===== src/rtl/wb_gpio_debounce_if.sv =====
// Wishbone B3 classic bus bundle for the wb_gpio_debounce slave.
// The master modport belongs to the interconnect, the slave modport to the GPIO block.
interface wb_gpio_debounce_if;
    logic [4:0]  wb_adr_i;
    logic [31:0] wb_dat_i;
    logic [3:0]  wb_sel_i;
    logic        wb_we_i;
    logic        wb_cyc_i;
    logic        wb_stb_i;
    logic [31:0] wb_dat_o;
    logic        wb_ack_o;

    modport master (
        output wb_adr_i, wb_dat_i, wb_sel_i, wb_we_i, wb_cyc_i, wb_stb_i,
        input  wb_dat_o, wb_ack_o
    );

    modport slave (
        input  wb_adr_i, wb_dat_i, wb_sel_i, wb_we_i, wb_cyc_i, wb_stb_i,
        output wb_dat_o, wb_ack_o
    );
endinterface


===== src/rtl/wb_gpio_debounce.sv =====
// Wishbone GPIO slave: registered outputs, synchronised and debounced inputs,
// per-input rising/falling edge flags with a masked level interrupt.
// Optional feature macro GPIO_PWM_EN: adds an 8-bit duty register that gates
// every output with a free-running 256-cycle PWM. Without it gpio_o = OUT.
//
// adr[4:2] | register
// 0        | OUT    RW
// 1        | IN     RO  debounced value
// 2        | MASK   RW
// 3        | STATUS W1C edge flags
// 4        | RISE   RW
// 5        | FALL   RW
// 6        | PWM    RW  (reads 0 without GPIO_PWM_EN)
// 7        | INFO   RO
module wb_gpio_debounce #(
    parameter int               N_OUT     = 8,
    parameter int               N_IN      = 6,
    parameter int               DB_CYCLES = 500000,
    parameter logic [N_OUT-1:0] OUT_RESET = '0
) (
    input  logic                wb_clk_i,
    input  logic                wb_rst_i,
    wb_gpio_debounce_if.slave   wb,
    input  logic [N_IN-1:0]     gpio_i,
    output logic [N_OUT-1:0]    gpio_o,
    output logic                irq_o
);

    localparam int               CNT_W   = $clog2(DB_CYCLES);
    localparam logic [CNT_W-1:0] CNT_MAX = CNT_W'(DB_CYCLES - 1);

    logic [N_OUT-1:0] out_reg;
    logic [N_IN-1:0]  mask, status, rise_en, fall_en;
    logic [N_IN-1:0]  sync1, sync2, stable;
    logic [CNT_W-1:0] cnt [N_IN];
    logic [N_IN-1:0]  upd, set_flags, w1c;
    logic             access, wr;
    logic [2:0]       reg_sel;
    logic [31:0]      rdata;
    logic             unused_bits;
`ifdef GPIO_PWM_EN
    logic [7:0]       pwm, pwm_cnt;
`endif

    // An access is serviced only when ack is low, so ack can never be two cycles wide.
    assign access  = wb.wb_cyc_i & wb.wb_stb_i & ~wb.wb_ack_o;
    assign wr      = access & wb.wb_we_i;
    assign reg_sel = wb.wb_adr_i[4:2];
    assign w1c     = (wr && reg_sel == 3'd3) ? wb.wb_dat_i[N_IN-1:0] : '0;

    // Byte lanes and the low address bits carry no meaning for this slave.
    assign unused_bits = ^{wb.wb_sel_i, wb.wb_adr_i[1:0], wb.wb_dat_i};

    // A debounced bit flips on the cycle its counter reaches terminal count; flag the enabled edges.
    always_comb begin
        upd = '0;
        for (int i = 0; i < N_IN; i++)
            upd[i] = (sync2[i] != stable[i]) && (cnt[i] == CNT_MAX);
        set_flags = upd & ((sync2 & rise_en) | (~sync2 & fall_en));
    end

    // Read data mux; unused upper bits stay zero.
    always_comb begin
        rdata = '0;
        case (reg_sel)
            3'd0: rdata[N_OUT-1:0] = out_reg;
            3'd1: rdata[N_IN-1:0]  = stable;
            3'd2: rdata[N_IN-1:0]  = mask;
            3'd3: rdata[N_IN-1:0]  = status;
            3'd4: rdata[N_IN-1:0]  = rise_en;
            3'd5: rdata[N_IN-1:0]  = fall_en;
`ifdef GPIO_PWM_EN
            3'd6: rdata[7:0]       = pwm;
`endif
            3'd7: rdata = {8'h00, 1'b1, 7'h00, 8'(N_IN), 8'(N_OUT)};
            default: rdata = '0;
        endcase
    end

    // Bus handshake and the plain RW registers; writes commit on the ack edge.
    always_ff @(posedge wb_clk_i) begin
        if (wb_rst_i) begin
            wb.wb_ack_o <= 1'b0;
            wb.wb_dat_o <= '0;
            out_reg     <= OUT_RESET;
            mask        <= '0;
            rise_en     <= '0;
            fall_en     <= '0;
        end else begin
            wb.wb_ack_o <= access;
            wb.wb_dat_o <= access ? rdata : '0;
            if (wr) begin
                case (reg_sel)
                    3'd0:    out_reg <= wb.wb_dat_i[N_OUT-1:0];
                    3'd2:    mask    <= wb.wb_dat_i[N_IN-1:0];
                    3'd4:    rise_en <= wb.wb_dat_i[N_IN-1:0];
                    3'd5:    fall_en <= wb.wb_dat_i[N_IN-1:0];
                    default: ;
                endcase
            end
        end
    end

    // Two-flop synchroniser followed by a per-bit hold counter; any return to STABLE restarts the count.
    always_ff @(posedge wb_clk_i) begin
        if (wb_rst_i) begin
            sync1  <= '0;
            sync2  <= '0;
            stable <= '0;
            for (int i = 0; i < N_IN; i++) cnt[i] <= '0;
        end else begin
            sync1 <= gpio_i;
            sync2 <= sync1;
            for (int i = 0; i < N_IN; i++) begin
                if (sync2[i] == stable[i]) begin
                    cnt[i] <= '0;
                end else if (cnt[i] == CNT_MAX) begin
                    stable[i] <= sync2[i];
                    cnt[i]    <= '0;
                end else begin
                    cnt[i] <= cnt[i] + 1'b1;
                end
            end
        end
    end

    // Edge flags: a new edge beats a simultaneous W1C; irq follows the masked flags one cycle later.
    always_ff @(posedge wb_clk_i) begin
        if (wb_rst_i) begin
            status <= '0;
            irq_o  <= 1'b0;
        end else begin
            status <= (status & ~w1c) | set_flags;
            irq_o  <= |(status & mask);
        end
    end

`ifdef GPIO_PWM_EN
    // Output stage gated by the duty compare; PWM=0xFF leaves one dark cycle in 256.
    always_ff @(posedge wb_clk_i) begin
        if (wb_rst_i) begin
            pwm     <= 8'hFF;
            pwm_cnt <= 8'h00;
            gpio_o  <= OUT_RESET;
        end else begin
            pwm_cnt <= pwm_cnt + 8'd1;
            if (wr && reg_sel == 3'd6) pwm <= wb.wb_dat_i[7:0];
            gpio_o <= out_reg & {N_OUT{pwm_cnt < pwm}};
        end
    end
`else
    // Output stage: a plain register copy of OUT.
    always_ff @(posedge wb_clk_i) begin
        if (wb_rst_i) gpio_o <= OUT_RESET;
        else          gpio_o <= out_reg;
    end
`endif

endmodule


===== src/flat_wrapper.sv =====
// flat-port wrapper written by rule: the top's interface ports become plain ports
module wb_gpio_debounce_flat 
#(
    parameter int               N_OUT     = 8,
    parameter int               N_IN      = 6,
    parameter int               DB_CYCLES = 500000,
    parameter logic [N_OUT-1:0] OUT_RESET = '0
)
  (wb_clk_i, wb_rst_i, gpio_i, gpio_o, irq_o, wb_wb_adr_i, wb_wb_dat_i, wb_wb_sel_i, wb_wb_we_i, wb_wb_cyc_i, wb_wb_stb_i, wb_wb_dat_o, wb_wb_ack_o);
  wb_gpio_debounce_if wb_i ();
  input  logic wb_clk_i;
  input  logic wb_rst_i;
  input  logic [N_IN-1:0] gpio_i;
  output logic [N_OUT-1:0] gpio_o;
  output logic irq_o;
  input wire logic [$bits(wb_i.wb_adr_i)-1:0] wb_wb_adr_i;
  input wire logic [$bits(wb_i.wb_dat_i)-1:0] wb_wb_dat_i;
  input wire logic [$bits(wb_i.wb_sel_i)-1:0] wb_wb_sel_i;
  input wire logic [$bits(wb_i.wb_we_i)-1:0] wb_wb_we_i;
  input wire logic [$bits(wb_i.wb_cyc_i)-1:0] wb_wb_cyc_i;
  input wire logic [$bits(wb_i.wb_stb_i)-1:0] wb_wb_stb_i;
  output wire logic [$bits(wb_i.wb_dat_o)-1:0] wb_wb_dat_o;
  output wire logic [$bits(wb_i.wb_ack_o)-1:0] wb_wb_ack_o;
  assign wb_i.wb_adr_i = wb_wb_adr_i;
  assign wb_i.wb_dat_i = wb_wb_dat_i;
  assign wb_i.wb_sel_i = wb_wb_sel_i;
  assign wb_i.wb_we_i = wb_wb_we_i;
  assign wb_i.wb_cyc_i = wb_wb_cyc_i;
  assign wb_i.wb_stb_i = wb_wb_stb_i;
  assign wb_wb_dat_o = wb_i.wb_dat_o;
  assign wb_wb_ack_o = wb_i.wb_ack_o;
  wb_gpio_debounce #(.N_OUT(N_OUT), .N_IN(N_IN), .DB_CYCLES(DB_CYCLES), .OUT_RESET(OUT_RESET)) u_core (.wb_clk_i(wb_clk_i), .wb_rst_i(wb_rst_i), .wb(wb_i), .gpio_i(gpio_i), .gpio_o(gpio_o), .irq_o(irq_o));
endmodule

===== config.mk =====
export PLATFORM = sky130hd
export DESIGN_NAME = wb_gpio_debounce_flat
export DESIGN_NICKNAME = d
export VERILOG_FILES = /design/src/rtl/wb_gpio_debounce_if.sv /design/src/rtl/wb_gpio_debounce.sv /design/src/flat_wrapper.sv
export SDC_FILE = /design/constraint.sdc
export NUM_CORES = 1
export LEC_CHECK = 0
export CAP_MARGIN = 20
export CORE_UTILIZATION = 52
export DETAILED_ROUTE_END_ITERATION = 12
export PLACE_DENSITY_LB_ADDON = 0.2
export SYNTH_ARGS = -nofsm -noshare
export SYNTH_HDL_FRONTEND = slang
export SYNTH_SLANG_ARGS = --single-unit

===== constraint.sdc =====
create_clock -name wb_clk_i -period 2 [get_ports wb_clk_i]
set_input_delay 0.6 -clock wb_clk_i [delete_from_list [all_inputs] [get_ports wb_clk_i]]
set_output_delay 0.6 -clock wb_clk_i [all_outputs]
set_load 0.005 [all_outputs]

==> metrics.md <==
| Metric | Value |
|---|---|
| Fill count | `1377` |
| Reg2reg setup slack | `-150 ps` |
| Net count, final | `1214` |
| Clock Skew | `8.615 ps` |
| Simple-gate area share of the yosys netlist | `24.41%` |
| Biggest regs | `u_core.cnt: 114 flops, u_core.wb.wb_dat_o: 9 flops` |
| Max reg flops | `114` |
| TritonCTS Sinks | `183` |
| Vias per cell | `5.227` |
| CTS H-tree lvls | `4` |
| Max Cap Viol | `0` |
| Worst VDD drop | `0.5837 mV` |
| FP Rows | `48` |
| Total vias in the final route | `7287` |
| Clock Path Buffers | `2` |
| Yosys top cell by area | `edfxtp_1` |
| Antenna Nets Post-Route | `0` |
| Worst r2r src | `u_core.cnt[0][26]$_SDFFCE_PN0P_` |
| Clock root buffer | `clkbuf_16` |
| Failing checks | `negative setup slack` |
| Area grow syn2layout | `25.60%` |
| Worst path arrival time | `2500 ps` |
| Reg-to-Reg End | `u_core.status[1]$_SDFF_PP0_` |
| DRC Markers | `0` |
| Min cycle time layout | `2146 ps` |
| Global-route wire length before repair | `31990 um` |
| Critical path peak fanout | `4` |
| Synth top area cells | `edfxtp_1, dfxtp_1, nor2_1` |
| Clk pin slew, worst setup/hold paths | `60 ps` |
| Post-CTS Setup Bufs | `0` |
| Leakage | `4.230 nW` |
| CP max stage cell | `or4_4` |
| RSZ-0062 raised after global routing | `true` |
| Sequential Power Share | `51.2%` |
| Pin count of the biggest net entering global routing | `20` |
| Outcome | `finished with violations` |
| Mux contribution to synthesized area | `4.155%` |
| Yosys top cell area share | `36.79%` |
| Seq/Total Area, Yosys | `51.63%` |
| Dpl ws | `-128.9 ps` |
| # setup viols final | `56` |
| Final count of pins violating max slew | `0` |
| Share of cells above drive strength 1 | `13.77%` |
| Fin. Hold Viols | `0` |
| Compound-Gate Fraction of Synth Area | `6.898%` |
| Die X | `135.8 um` |
| Buffers on Ports | `42` |
| Crit path required time | `2360 ps` |
| GR Overflow Total | `0` |
| Psw | `1.795 mW` |
| TritonCTS clock tree | `built` |
| GRT Total Usage | `21.88%` |
| Final Cycle Share | `107.3%` |
| CP Depth | `4` |
| Main combinational cell family by area after synthesis | `simple AND/OR/NAND/NOR gates` |
| Synth cell types | `63` |
| Yosys warns | `0` |
| Die area | `18430 sq um` |
| Xor and xnor area share after synthesis | `7.718%` |
| Die height | `135.8 um` |
| Mapped Area | `9305 sq um` |
| Largest register by flop count | `u_core.cnt` |
| CTS Buf Count | `17` |
| Core ar. | `17360 sq um` |
| CP Buf/Inv Count | `0` |
| Hold Path Class | `flop to flop` |
| Initial Util | `53.61%` |
| Logic pwr share | `6.1%` |
| CP Launch Type | `flop` |
| 1st-pass router iterations | `7` |
| Vias in the first global route | `6835` |
| Pint | `6.462 mW` |
| Sw frac | `21.74%` |
| Avg Cell Area, Syn | `10.17 sq um` |
| Worst-Skew Late Latency | `430 ps` |
| WL final | `18970 um` |
| DRT iter0 DRCs | `400` |
| Crit-path cells | `or4b_1, or4_4, or4_1, o21ai_1` |
| Ant. Diodes | `0` |
| Post-route setup slack | `-146.4 ps` |
| Syn Inst Count | `915` |
| Antenna violations before repair | `0` |
| Crit path largest cell delay | `570 ps` |
| #FFs+latches synth | `183` |
| Post-synthesis adder-cell area fraction | `0.8068%` |
| Post-synth EDFFs | `114` |
| HP Start | `u_core.sync1[0]$_SDFF_PP0_` |
| Hold-critical path depth | `1` |
| R2r worst-path depth | `4` |
| CP endpoint kind | `flop` |
| Hold Crit Endpoint | `u_core.sync2[0]$_SDFF_PP0_` |
| GP Congestion | `0.8362` |
| DR WL/cell | `13.61 um` |
| Clk pwr share | `42.7%` |
| Ys flop type | `edfxtp_1` |
| FMAX | `465.9 MHz` |
| Pwr Density | `706.5 nW/um^2` |
| Detailed Place HPWL | `13660 um` |
| Worst Path Class, Setup | `flop to flop` |
| Crit path max-delay family | `simple AND/OR/NAND/NOR gates` |
| I/O pin count | `94` |
| Power Total | `8.257 mW` |
| Asr flop ratio synth | `0%` |
## power by group through the flow
stage	Clock [mW]	Combinational (mW)	Sequential [mW]
after global routing	3.73	0.564	4.25
after global placement	0	0.484	4.30
after detailed placement	0	0.490	4.31
after CTS	3.60	0.495	4.23
final	3.52	0.505	4.23
after floorplan	0	0.301	4.29
## worst max path at each step
stage / slack [ps] / from / end
6_report: -150 / u_core.cnt[0][26]$_SDFFCE_PN0P_ / u_core.status[1]$_SDFF_PP0_
5_1_grt: -230 / u_core.cnt[0][26]$_SDFFCE_PN0P_ / u_core.status[1]$_SDFF_PP0_
4_1_cts: -150 / u_core.cnt[0][26]$_SDFFCE_PN0P_ / u_core.status[1]$_SDFF_PP0_
3_5_place_dp: -130 / wb_wb_adr_i[4] / u_core.out_reg[2]$_SDFFE_PP0P_
3_3_place_gp: -150 / wb_wb_adr_i[2] / u_core.wb.wb_dat_o[4]$_SDFF_PP0_
2_1_floorplan: -170 / u_core.cnt[0][48]$_SDFFCE_PN0P_ / u_core.cnt[0][48]$_SDFFCE_PN0P_
## stage by stage
stage / std cells / hold WS [ps] / utilization, % / setup TNS [ps] / instance area (sq um)
finish: 1394 / 438.4 / 67.34 / -5992 / 11690
global route: 1394 / 457.4 / 67.34 / -9837 / 11690
CTS: 1394 / 439.4 / 67.19 / -6545 / 11660
detailed placement: 1362 / 426.0 / 63.58 / -8999 / 11040
global placement: 1362 / 417.4 / 63.58 / -7857 / 11040
floorplan: 1048 / 413.8 / - / -4955 / 9829
## logic make-up after synthesis
group / after synthesis
DFF: 183
AOI/OAI and AO/OA: 100
adders and majority gates: 6
and+or+nand+nor: 427
muxes: 37
buffers and inverters: 78
xor gates and xnor gates: 82
other: 2
## final cells by class
class | count | area, sq um | area share, %
Sequential cell | 183 | 4805 | 41.11
Multi-Input combinational cell | 787 | 4644 | 39.74
Timing Repair Buffer | 142 | 1241 | 10.62
Clock buffer | 20 | 478.0 | 4.089
Tap cell | 225 | 281.5 | 2.409
Clock inverter | 12 | 143.9 | 1.231
Inverter | 25 | 93.84 | 0.8029
## layout by cell type (no fill, tap or decap), types with 5 or more instances in the layout
master           count
clkinv_2             5
edfxtp_1           114
buf_4               94
nand3_1             59
buf_12               6
nor2_1             136
ha_1                 5
xor2_1              32
nor4b_1              6
inv_1               24
nand2_1             38
or2_2                6
xnor2_1             50
nor4_1              17
conb_1             135
a22oi_1              5
o21ai_0             23
nand4_1             34
and2_1               5
a21oi_1             32
nor3_1              24
o31ai_1             10
or3_1               12
and3_1              10
nor2b_1             25
clkdlybuf4s50_1     41
or4_1               11
and4_1              11
nand3b_1             8
nor3b_1              5
mux2i_1             33
clkbuf_16           18
dfxtp_1             69
## synthesized netlist by cell type (all sizes together), types with 5 or more instances
| master | instances |
|---|---|
| and2 | 5 |
| inv | 24 |
| and4 | 11 |
| or4 | 14 |
| nor4 | 19 |
| clkbuf | 21 |
| nor3b | 5 |
| xnor2 | 50 |
| nand3b | 8 |
| edfxtp | 114 |
| and3 | 10 |
| xor2 | 32 |
| a22oi | 5 |
| mux2i | 33 |
| nor3 | 25 |
| nor2 | 136 |
| ha | 6 |
| dfxtp | 69 |
| nand4 | 34 |
| or2 | 6 |
| nor2b | 25 |
| nand3 | 59 |
| buf | 32 |
| nand2 | 38 |
| nor4b | 7 |
| o31ai | 10 |
| a21oi | 34 |
| or3 | 12 |
| o21ai | 28 |
## layer usage
metal | GRT usage (%) | part of all wire (%) | up-vias
met5 | 0 | 0 | -
met1 | 28.46 | 46 | 3424
li1 | - | - | 3672
met3 | 5.051 | 4.4 | 26
met4 | 6.367 | 1.4 | 0
met2 | 36.20 | 49 | 165
## what timing repair did
| item | in CTS | in global routing |
|---|---|---|
| resized for setup | 2 | 6 |
| endpoints found under the setup margin | 56 | 67 |
| gates cloned | 0 | 0 |
| endpoints found under the hold margin | 0 | 0 |
| hold buffers | 0 | 0 |
Note: power is estimated with default switching activity, not from simulation.
